==> config.mk <==
export PLATFORM = sky130hd
export DESIGN_NAME = nco_bank
export DESIGN_NICKNAME = d
export VERILOG_FILES = /design/src/rtl/nco_pkg.sv /design/src/rtl/cordic_rotator.sv /design/src/rtl/nco_bank.sv
export SDC_FILE = /design/constraint.sdc
export NUM_CORES = 2
export LEC_CHECK = 0
export CAP_MARGIN = 20
export CELL_PAD_IN_SITES_DETAIL_PLACEMENT = 1
export CELL_PAD_IN_SITES_GLOBAL_PLACEMENT = 1
export CORE_MARGIN = 2
export CORE_UTILIZATION = 54
export DETAILED_ROUTE_END_ITERATION = 10
export GPL_ROUTABILITY_DRIVEN = 0
export PLACE_DENSITY = 0.83
export SLEW_MARGIN = 0
export SYNTH_ARGS = -nofsm -noshare
export SYNTH_HDL_FRONTEND = slang
export SYNTH_HIERARCHICAL = 1
export SYNTH_SLANG_ARGS = --single-unit
==> constraint.sdc <==
create_clock -name clk -period 40.6 [get_ports clk]
set_input_delay 4.06 -clock clk [delete_from_list [all_inputs] [get_ports clk]]
set_output_delay 4.06 -clock clk [all_outputs]
set_load 0.01 [all_outputs]
==> src/rtl/nco_pkg.sv <==
// Shared types for the NCO bank: sequencer states, the config-write bundle and
// the CORDIC arctangent table expressed in fractions of a full turn.
package nco_pkg;

  typedef enum logic {IDLE = 1'b0, ISSUE = 1'b1} nco_state_t;

  localparam int CFG_CH_W    = 4;   // covers up to 16 channels
  localparam int CFG_PHASE_W = 32;  // widest supported phase word

  typedef struct packed {
    logic [CFG_CH_W-1:0]    ch;
    logic [CFG_PHASE_W-1:0] inc;
    logic [CFG_PHASE_W-1:0] offset;
    logic                   sync;
  } cfg_wr_t;

  // atan(2^-i) scaled so that 2^32 is one full turn
  function automatic logic [31:0] cordic_atan_turns(input int idx);
    case (idx)
      0:       return 32'h2000_0000;
      1:       return 32'h12E4_051E;
      2:       return 32'h09FB_385B;
      3:       return 32'h0511_11D4;
      4:       return 32'h028B_0D43;
      5:       return 32'h0145_D7E1;
      6:       return 32'h00A2_F61E;
      7:       return 32'h0051_7C55;
      8:       return 32'h0028_BE53;
      9:       return 32'h0014_5F2F;
      10:      return 32'h000A_2F98;
      11:      return 32'h0005_17CC;
      12:      return 32'h0002_8BE6;
      13:      return 32'h0001_45F3;
      14:      return 32'h0000_A2FA;
      15:      return 32'h0000_517D;
      default: return 32'd683565276 >> idx;
    endcase
  endfunction

endpackage

==> src/rtl/cordic_rotator.sv <==
// Pipelined rotation-mode CORDIC: angle (fraction of a turn) to sin/cos.
// Latency is STAGES + 2 cycles: input register, STAGES rotations, output register.
module cordic_rotator
  import nco_pkg::*;
#(
  parameter int DATA_WIDTH = 12,
  parameter int STAGES     = 12,
  parameter int ANGLE_W    = 20
) (
  input  logic                         clk,
  input  logic                         rst,
  input  logic [ANGLE_W-1:0]           angle,
  output logic signed [DATA_WIDTH-1:0] sin_out,
  output logic signed [DATA_WIDTH-1:0] cos_out
);

  localparam int GUARD = 4;
  localparam int IW    = DATA_WIDTH + GUARD + 1;
  localparam int ZW    = ANGLE_W;
  localparam int MAXV  = 2 ** (DATA_WIDTH - 1) - 1;
  // Start vector pre-divided by the CORDIC gain (1/1.64676 ~ 39797/65536)
  localparam longint X_INIT_L = (longint'(MAXV) * (2 ** GUARD) * 39797 + 32768) / 65536;
  localparam logic signed [IW-1:0] X_INIT = IW'(X_INIT_L);
  localparam logic signed [IW-1:0] RND    = IW'(2 ** (GUARD - 1));

  logic signed [IW-1:0]         x_reg [0:STAGES];
  logic signed [IW-1:0]         y_reg [0:STAGES];
  logic signed [ZW-1:0]         z_reg [0:STAGES-1];
  logic [1:0]                   q_reg [0:STAGES];
  logic signed [IW-1:0]         x_rnd, y_rnd;
  logic signed [DATA_WIDTH-1:0] x_sat, y_sat;

  function automatic logic signed [ZW-1:0] atan_step(input int i);
    return ZW'(cordic_atan_turns(i) >> (32 - ANGLE_W));
  endfunction

  function automatic logic signed [DATA_WIDTH-1:0] sat(input logic signed [IW-1:0] v);
    if (v > MAXV)  return DATA_WIDTH'(MAXV);
    if (v < -MAXV) return DATA_WIDTH'(-MAXV);
    return DATA_WIDTH'(v);
  endfunction

  always_comb begin
    x_rnd = (x_reg[STAGES] + RND) >>> GUARD;
    y_rnd = (y_reg[STAGES] + RND) >>> GUARD;
    x_sat = sat(x_rnd);
    y_sat = sat(y_rnd);
  end

  always_ff @(posedge clk or posedge rst) begin
    if (rst) begin
      for (int i = 0; i <= STAGES; i++) begin
        x_reg[i] <= '0;
        y_reg[i] <= '0;
        q_reg[i] <= '0;
      end
      for (int i = 0; i < STAGES; i++) z_reg[i] <= '0;
      sin_out <= '0;
      cos_out <= '0;
    end else begin
      // Quadrant is handled by a final swap; the core only sees [0, 90 deg)
      x_reg[0] <= X_INIT;
      y_reg[0] <= '0;
      z_reg[0] <= {2'b00, angle[ANGLE_W-3:0]};
      q_reg[0] <= angle[ANGLE_W-1 -: 2];
      for (int i = 0; i < STAGES; i++) begin
        if (z_reg[i][ZW-1]) begin
          x_reg[i+1] <= x_reg[i] + (y_reg[i] >>> i);
          y_reg[i+1] <= y_reg[i] - (x_reg[i] >>> i);
        end else begin
          x_reg[i+1] <= x_reg[i] - (y_reg[i] >>> i);
          y_reg[i+1] <= y_reg[i] + (x_reg[i] >>> i);
        end
        q_reg[i+1] <= q_reg[i];
      end
      for (int i = 0; i < STAGES - 1; i++)
        z_reg[i+1] <= z_reg[i][ZW-1] ? z_reg[i] + atan_step(i) : z_reg[i] - atan_step(i);
      case (q_reg[STAGES])
        2'd0:    begin cos_out <= x_sat;  sin_out <= y_sat;  end
        2'd1:    begin cos_out <= -y_sat; sin_out <= x_sat;  end
        2'd2:    begin cos_out <= -x_sat; sin_out <= -y_sat; end
        default: begin cos_out <= y_sat;  sin_out <= -x_sat; end
      endcase
    end
  end

endmodule

==> src/rtl/nco_bank.sv <==
// Multi-channel NCO: per-channel phase accumulators with double-buffered config,
// issued one channel per cycle into a single shared CORDIC on each sample tick.
module nco_bank
  import nco_pkg::*;
#(
  parameter int NUM_CH     = 4,
  parameter int PHASE_W    = 32,
  parameter int ANGLE_W    = 20,
  parameter int DATA_W     = 12,
  parameter int CORDIC_LAT = 14,
  localparam int CH_W      = (NUM_CH > 1) ? $clog2(NUM_CH) : 1
) (
  input  logic                      clk,
  input  logic                      rst,
  input  logic                      sample_tick,
  input  logic                      cfg_valid,
  output logic                      cfg_ready,
  input  logic [CH_W-1:0]           cfg_ch,
  input  logic signed [PHASE_W-1:0] cfg_inc,
  input  logic [PHASE_W-1:0]        cfg_offset,
  input  logic                      cfg_sync,
  output logic                      out_valid,
  output logic [CH_W-1:0]           out_ch,
  output logic signed [DATA_W-1:0]  sin_out,
  output logic signed [DATA_W-1:0]  cos_out,
  output logic                      overrun
);

  nco_state_t          state_reg;
  logic [CH_W-1:0]     ch_reg;
  logic                overrun_reg;
  cfg_wr_t             cfg_wr;
  logic                commit, issue;
  logic [PHASE_W-1:0]  acc_vec [NUM_CH];
  logic [PHASE_W-1:0]  inc_vec [NUM_CH];
  logic [PHASE_W-1:0]  off_vec [NUM_CH];
  logic [PHASE_W-1:0]  sel_acc, sel_off, phase_sum;
  logic [ANGLE_W-1:0]  issue_angle;
  logic [CORDIC_LAT-1:0] vld_pipe_reg;
  logic [CH_W-1:0]     ch_pipe_reg [CORDIC_LAT];

  assign cfg_wr = '{ch:     CFG_CH_W'(cfg_ch),
                    inc:    CFG_PHASE_W'(cfg_inc),
                    offset: CFG_PHASE_W'(cfg_offset),
                    sync:   cfg_sync};

  assign cfg_ready = (state_reg == IDLE);
  assign commit    = cfg_ready && sample_tick;
  assign issue     = (state_reg == ISSUE);
  assign overrun   = overrun_reg;

  for (genvar gi = 0; gi < NUM_CH; gi++) begin : g_ch
    logic [PHASE_W-1:0] acc_reg, inc_reg, off_reg, sh_inc_reg, sh_off_reg;
    logic               sync_pend_reg;
    logic               hit, eff_sync;
    logic [PHASE_W-1:0] eff_inc, eff_off;

    // A write in the tick cycle lands in the shadow first so the commit sees it
    assign hit      = cfg_valid && cfg_ready && (cfg_wr.ch == CFG_CH_W'(gi));
    assign eff_inc  = hit ? cfg_wr.inc[PHASE_W-1:0]    : sh_inc_reg;
    assign eff_off  = hit ? cfg_wr.offset[PHASE_W-1:0] : sh_off_reg;
    assign eff_sync = sync_pend_reg || (hit && cfg_wr.sync);

    always_ff @(posedge clk or posedge rst) begin
      if (rst) begin
        acc_reg       <= '0;
        inc_reg       <= '0;
        off_reg       <= '0;
        sh_inc_reg    <= '0;
        sh_off_reg    <= '0;
        sync_pend_reg <= 1'b0;
      end else begin
        sh_inc_reg <= eff_inc;
        sh_off_reg <= eff_off;
        if (commit) begin
          inc_reg       <= eff_inc;
          off_reg       <= eff_off;
          sync_pend_reg <= 1'b0;
          if (eff_sync) acc_reg <= '0;
        end else begin
          sync_pend_reg <= eff_sync;
          if (issue && ch_reg == CH_W'(gi)) acc_reg <= acc_reg + inc_reg;
        end
      end
    end

    assign acc_vec[gi] = acc_reg;
    assign inc_vec[gi] = inc_reg;
    assign off_vec[gi] = off_reg;
  end

  always_comb begin
    sel_acc = acc_vec[0];
    sel_off = off_vec[0];
    for (int c = 0; c < NUM_CH; c++) begin
      if (ch_reg == CH_W'(c)) begin
        sel_acc = acc_vec[c];
        sel_off = off_vec[c];
      end
    end
    phase_sum   = sel_acc + sel_off;
    issue_angle = ANGLE_W'(phase_sum >> (PHASE_W - ANGLE_W));
  end

  always_ff @(posedge clk or posedge rst) begin
    if (rst) begin
      state_reg   <= IDLE;
      ch_reg      <= '0;
      overrun_reg <= 1'b0;
    end else begin
      case (state_reg)
        IDLE: begin
          if (sample_tick) begin
            state_reg <= ISSUE;
            ch_reg    <= '0;
          end
        end
        default: begin
          if (sample_tick) overrun_reg <= 1'b1;
          if (ch_reg == CH_W'(NUM_CH - 1)) begin
            state_reg <= IDLE;
            ch_reg    <= '0;
          end else begin
            ch_reg <= ch_reg + 1'b1;
          end
        end
      endcase
    end
  end

  // Tag pipe depth must equal the CORDIC latency so out_ch lines up with data
  always_ff @(posedge clk or posedge rst) begin
    if (rst) begin
      vld_pipe_reg <= '0;
      for (int i = 0; i < CORDIC_LAT; i++) ch_pipe_reg[i] <= '0;
    end else begin
      vld_pipe_reg <= {vld_pipe_reg[CORDIC_LAT-2:0], issue};
      ch_pipe_reg[0] <= ch_reg;
      for (int i = 1; i < CORDIC_LAT; i++) ch_pipe_reg[i] <= ch_pipe_reg[i-1];
    end
  end

  assign out_valid = vld_pipe_reg[CORDIC_LAT-1];
  assign out_ch    = ch_pipe_reg[CORDIC_LAT-1];

  cordic_rotator #(
    .DATA_WIDTH (DATA_W),
    .STAGES     (DATA_W),
    .ANGLE_W    (ANGLE_W)
  ) u_cordic (
    .clk     (clk),
    .rst     (rst),
    .angle   (issue_angle),
    .sin_out (sin_out),
    .cos_out (cos_out)
  );

endmodule

## Word-level counts from Yosys, hierarchy flattened

Cells that the tools add are included.
W data, S select, Z words.

- Equal/unequal tests: 12
- Reduce and logical (&&, ||, !) cells: 31
- Shifts and indexed selects: 0
- Multipliers: 0
- Divide/modulo/power cells: 0
- Add/subtract/negate cells: 73
- Bitwise logic cells: 1
- Magnitude comparators: 4
- Muxes and demuxes: 84

Operators with widths:

| operator | number |
|---|---|
| $mux W32 | 26 |
| $mux W17 | 22 |
| $mux W20 | 10 |
| $add A32 B32 Y32 | 5 |
| $mux W12 | 8 |
| $pmux W12 S3 | 2 |
| $add A17 B10 Y17 | 2 |
| $add A17 B11 Y17 | 2 |
| $add A17 B12 Y17 | 2 |
| $add A17 B13 Y17 | 2 |
| $add A17 B14 Y17 | 2 |
| $add A17 B15 Y17 | 2 |
| $add A17 B5 Y17 const B | 2 |
| $add A17 B6 Y17 | 2 |
| $add A17 B7 Y17 | 2 |
| $add A17 B8 Y17 | 2 |
| $add A17 B9 Y17 | 2 |
| $sub A17 B10 Y17 | 2 |
| $sub A17 B11 Y17 | 2 |
| $sub A17 B12 Y17 | 2 |
| $sub A17 B13 Y17 | 2 |
| $sub A17 B14 Y17 | 2 |
| $sub A17 B15 Y17 | 2 |
| $sub A17 B6 Y17 | 2 |
| 42 further kinds | 96 |

- Memory bits (read-only): 0
- RAM bits: 0
- Bits in registers: 1354
- Input port bits: 71
- Memories kept: 0
- Latch bits: 0

## Logic depth before layout (Yosys ltp)

- Word-level depth: 8
- Gate-level depth with buffers: 20

## Modules after synthesis

The synthesis kept the hierarchy.

By module, submodules not included:

| module | sequential area each (sq um) | area an instance (sq um) | cells each | instances |
|---|---|---|---|---|
| cordic_rotator | 15089.5 | 42200.5 | 4439 | 1 |
| nco_bank | 17266.6 | 33758.6 | 3554 | 1 |

## Worst setup path after synthesis

Ideal clock, no wire load.

- Path type: in2reg
- Start: input cfg_valid
- End: register g_ch[0].off_reg[0]
- Cell stages on the path: 7
- Setup time: 117 ps
- Buffers on the path: 2
- Setup slack: 34847 ps
- Arrival time: 5636 ps
- Cells stage by stage: nor2b_1 -> nor3b_1 -> clkbuf_1 -> clkbuf_1 -> mux2_2 -> nand2_1 -> nand2_1

- Word-level cells in the longest chain between the ends: 3

RTL lines:

| item | RTL line | source |
|---|---|---|
| start: declaration | nco_bank.sv:16 | `input logic cfg_valid,` |
| $logic_and A1 B1 Y1 (2 in a row) | nco_bank.sv:59 | `assign hit = cfg_valid && cfg_ready && (cfg_wr.ch == CFG_CH_W'(gi));` |
| $mux W32 | nco_bank.sv:61 | `assign eff_off = hit ? cfg_wr.offset[PHASE_W-1:0] : sh_off_reg;` |
| via g_ch[0].eff_off[0] | nco_bank.sv:56 | `logic [PHASE_W-1:0] eff_inc, eff_off;` |
| end signal: assignment | nco_bank.sv:77 | `off_reg <= eff_off;` |
| end: declaration | nco_bank.sv:53 | `logic [PHASE_W-1:0] acc_reg, inc_reg, off_reg, sh_inc_reg, sh_off_reg;` |

The timed path passes the listed nets, and every way through them passes these cells.
A chain may end at the register's enable or synchronous reset.

==> key figures <==
Run status
  – Result of the run: complete, no violations

Synth
  – Cells after synthesis: 7993
  – Count of warnings emitted by yosys: 6
  – Largest family of logic cells by synthesized area: simple AND/OR/NAND/NOR gates
  – Synth Area in Simple Gates: 15.5%
  – Number of register bits inferred by synthesis: 1293
  – Number of nets produced by synthesis: 8771
  – XOR/XNOR Fraction of Synth Area: 8.41%
  – Post-synth design cell area: 0.0760 mm^2
  – Share of synthesized flip-flops with an asynchronous set or reset: 100%
  – Post-synthesis compound-gate area fraction: 14.1%
  – Multiplexer fraction of the synthesized cell area: 4.54%
  – Unique cell type count in the Yosys netlist: 99
  – Area share of fa/ha/maj cells after synthesis: 12.0%
  – Post-Syn Area per Cell: 9.50 um^2
  – EDFF count, synth: 0
  – Proportion of synthesized chip area in sequential cells: 42.6%
  – Dominant synthesized flop cell: sky130_fd_sc_hd__dfrtp_1

Floorplan
  – Placeable core area: 0.140 mm^2
  – Vert. Die Dim: 379 um
  – Initial Util: 54.4%
  – Boundary Pins: 100
  – Number of cell rows: 137
  – Floorplan die area: 0.144 mm^2
  – Chip Width: 379 um

Clock network
  – Clock tree root buffer cell: sky130_fd_sc_hd__clkbuf_16
  – Post-CTS setup buffer count: 0
  – Clk sinks: 1293
  – Clock slew at reported path FFs: 60 ps
  – CTS resizes: 0
  – Hold Buf Count CTS: 0
  – Clock buffer depth: 3
  – CTS tree: yes
  – Number of clock buffers inserted by TritonCTS: 144
  – Clock H-tree levels: 4
  – Insertion delay to the later sink of the worst-skew pair: 800 ps

Critical path
  – Crit-path max FO: 179
  – Cell repeated most along the worst path: sky130_fd_sc_hd__buf_4
  – Startpoint kind of the worst setup timing path: input port
  – Maximum cell stage delay along the critical path: 890 ps
  – Worst EP arrival: 8550 ps
  – WS Path Type: input port to async pin
  – Required @ worst endpoint: 41530 ps
  – Category of cells accounting for the largest share of critical-path delay: buffers and inverters
  – Worst Setup End Kind: async pin
  – Cell with the largest stage delay on the worst path: sky130_fd_sc_hd__buf_4
  – Cell Chain, Critical Path: clkdlybuf4s50_1, inv_8, buf_12, buf_4, buf_4, buf_4, buf_16
  – Crit path buf inv count: 7

Placed design
  – Final HPWL DP: 150000 um
  – Input/output buffers: 99

GRT
  – Global router's overall resource usage: 30.1%
  – Initial antenna violation count: 8
  – Grt ovf: 0
  – Vias in the first global route: 65200
  – Largest net degree at the start of global routing: 196
  – First-pass GRT wire length: 348000 um

Routing
  – Post-route DRC: 0
  – Met2 wire length: 108000 um
  – First drt pass iteration count: 5
  – WL/cell: 21.3 um
  – Total vias in the final route: 59600
  – Detail-routed via count per cell: 5.94
  – Total wire length after detailed routing: 214000 um
  – Met1 WL: 90400 um
  – Met3 WL post-DR: 7470 um
  – Violation count after the first detailed-route iteration: 3422
  – Post-detailed-route count of antenna-violating nets: 0
  – Top layer in use: met5

Cells and area
  – Flip-flop count of the largest register after layout: 216
  – Number of nets in the layout: 8831
  – Area growth from synthesis to final layout: 10.5%
  – Share of post-route cells with drive strength above 1: 7.35%

STA
  – Number of max-slew violations in the final report: 0
  – Number of endpoints with negative hold slack in the final report: 0
  – Max-slew headroom at the worst pin: 27.4%
  – Slew at the pin closest to its max-slew limit: 1090 ps
  – Setup repair after global routing missed its margin: no
  – Min cycle time layout: 7620 ps
  – Final worst path period share: 18.8%
  – Layout Skew: 31.6 ps
  – Final setup violating endpoints: 0
  – Highest Clock Rate: 0.131 GHz
  – Total Negative Setup Slacks: 0 ps

Min path
  – Class of the most critical hold timing path: flop to flop

Flow run
  – Total of max-cap violations: 0
==> through the flow <==
step | utilization [%] | instances | hold slack, ps | worst slack [ps] | area [um^2]
2_1_floorplan | - | 7993 | 331 | 17190 | 76000
3_3_place_gp | 56.5 | 9777 | 332 | 31630 | 78900
3_5_place_dp | 56.5 | 9777 | 336 | 31510 | 78900
4_1_cts | 60.0 | 10000 | 344 | 32380 | 83700
5_1_grt | 60.1 | 10000 | 351 | 32480 | 83900
6_report | 60.1 | 10000 | 339 | 32980 | 83900
==> cell families after synthesis <==
family	Yosys count
and+or+nand+nor	2695
AOI/OAI and AO/OA	1692
DFF	1293
xor gates and xnor gates	727
adders and majority gates	708
buffers and inverters	568
muxes	309
other	1
==> Yosys cell counts, types with 56 or more instances <==
cell | instances | area, um^2
sky130_fd_sc_hd__o21bai_1 | 78 | 586
sky130_fd_sc_hd__clkbuf_1 | 191 | 717
sky130_fd_sc_hd__inv_1 | 326 | 1220
sky130_fd_sc_hd__and3_1 | 76 | 475
sky130_fd_sc_hd__nor2b_1 | 58 | 363
sky130_fd_sc_hd__mux2i_1 | 90 | 901
sky130_fd_sc_hd__a21o_1 | 174 | 1310
sky130_fd_sc_hd__nand3_1 | 150 | 751
sky130_fd_sc_hd__a31oi_1 | 64 | 400
sky130_fd_sc_hd__xnor2_1 | 495 | 4340
sky130_fd_sc_hd__xor2_1 | 230 | 2010
sky130_fd_sc_hd__a21oi_1 | 559 | 2800
sky130_fd_sc_hd__mux2_2 | 212 | 2390
sky130_fd_sc_hd__o21a_1 | 78 | 586
sky130_fd_sc_hd__nand2_1 | 1396 | 5240
sky130_fd_sc_hd__o31ai_1 | 56 | 420
sky130_fd_sc_hd__dfrtp_1 | 1293 | 32400
sky130_fd_sc_hd__nor3_1 | 189 | 946
sky130_fd_sc_hd__ha_1 | 677 | 8470
sky130_fd_sc_hd__nor2_1 | 518 | 1940
sky130_fd_sc_hd__o21ai_0 | 360 | 1800
==> final cells by class <==
class / instances / area [um^2]
diodes: 3 / 7.51
clock buffers: 220 / 4320
clock inverters: 40 / 539
fillers: 15600 / 55600
inverters: 329 / 1250
multi-input cells: 6132 / 41500
flip-flops and latches: 1293 / 32400
well taps: 1876 / 2350
repair buffers: 153 / 1540
==> layer usage <==
metal | global-route usage (%) | up-vias
li1 | - | 27900
met1 | 37.3 | 30200
met2 | 53.0 | 1105
met3 | 3.99 | 440
met4 | 11.6 | 12
met5 | 0 | -
==> path summary, 6_finish.rpt <==
path | slack [ps] | end | startpoint | cells after the start
max reg2reg | 35000 | u_cordic/q_reg[25] | ch_reg[1] | 19
max | 32980 | ch_pipe_reg[17] | rst | 7
max in group clk | 33130 | g_ch[3].acc_reg[28] | sample_tick | 8
min reg2reg | 340 | vld_pipe_reg[12] | vld_pipe_reg[11] | 0
min | 340 | vld_pipe_reg[12] | vld_pipe_reg[11] | 0
min in group asynchronous | 3920 | g_ch[1].sh_inc_reg[4] | rst | 2
==> placed cells by master (no fill, tap or decap), types with 18 or more instances in the layout <==
cell type	count
sky130_fd_sc_hd__o21a_1	78
sky130_fd_sc_hd__o31a_1	20
sky130_fd_sc_hd__nand4_1	52
sky130_fd_sc_hd__and3_1	76
sky130_fd_sc_hd__o21bai_1	78
sky130_fd_sc_hd__mux2i_1	90
sky130_fd_sc_hd__clkbuf_8	30
sky130_fd_sc_hd__or3_1	35
sky130_fd_sc_hd__o2111ai_1	18
sky130_fd_sc_hd__nor2_1	513
sky130_fd_sc_hd__o21ai_0	360
sky130_fd_sc_hd__inv_1	323
sky130_fd_sc_hd__a21o_1	174
sky130_fd_sc_hd__xor2_1	230
sky130_fd_sc_hd__o31ai_1	56
sky130_fd_sc_hd__a31o_2	22
sky130_fd_sc_hd__or2_2	35
sky130_fd_sc_hd__nand2b_1	36
sky130_fd_sc_hd__nand3_1	149
sky130_fd_sc_hd__buf_4	46
sky130_fd_sc_hd__a21oi_1	559
sky130_fd_sc_hd__nor3_1	189
sky130_fd_sc_hd__nand2_1	1395
sky130_fd_sc_hd__nor4_1	36
sky130_fd_sc_hd__xnor2_1	495
sky130_fd_sc_hd__clkinv_2	18
sky130_fd_sc_hd__clkbuf_16	150
sky130_fd_sc_hd__dfrtp_1	1293
sky130_fd_sc_hd__a211oi_1	51
sky130_fd_sc_hd__ha_1	674
sky130_fd_sc_hd__clkbuf_1	40
sky130_fd_sc_hd__nor2b_1	57
sky130_fd_sc_hd__a21boi_0	28
sky130_fd_sc_hd__fa_1	30
sky130_fd_sc_hd__a31oi_1	64
sky130_fd_sc_hd__and2_1	45
sky130_fd_sc_hd__mux2_2	212
sky130_fd_sc_hd__clkdlybuf4s50_1	99
==> worst register-to-register path, stage by stage (launching register included) <==
cell and delay [ps]:
sky130_fd_sc_hd__dfrtp_1 460, sky130_fd_sc_hd__inv_1 180, sky130_fd_sc_hd__ha_4 730, sky130_fd_sc_hd__buf_4 570, sky130_fd_sc_hd__mux2i_1 340, sky130_fd_sc_hd__nor2_1 70, sky130_fd_sc_hd__a21oi_1 200, sky130_fd_sc_hd__o21ai_0 110
sky130_fd_sc_hd__ha_1 340, sky130_fd_sc_hd__a21o_1 130, sky130_fd_sc_hd__a21o_1 130, sky130_fd_sc_hd__a21o_1 120, sky130_fd_sc_hd__a21oi_1 90, sky130_fd_sc_hd__a211o_1 340, sky130_fd_sc_hd__a311oi_1 430, sky130_fd_sc_hd__a21o_1 310
sky130_fd_sc_hd__a21oi_1 120, sky130_fd_sc_hd__o21ai_0 360, sky130_fd_sc_hd__a21oi_1 180, sky130_fd_sc_hd__xor2_1 270
Power is not shown: default switching activity piles up to over one toggle a cycle in this logic, so the estimate is an artifact.
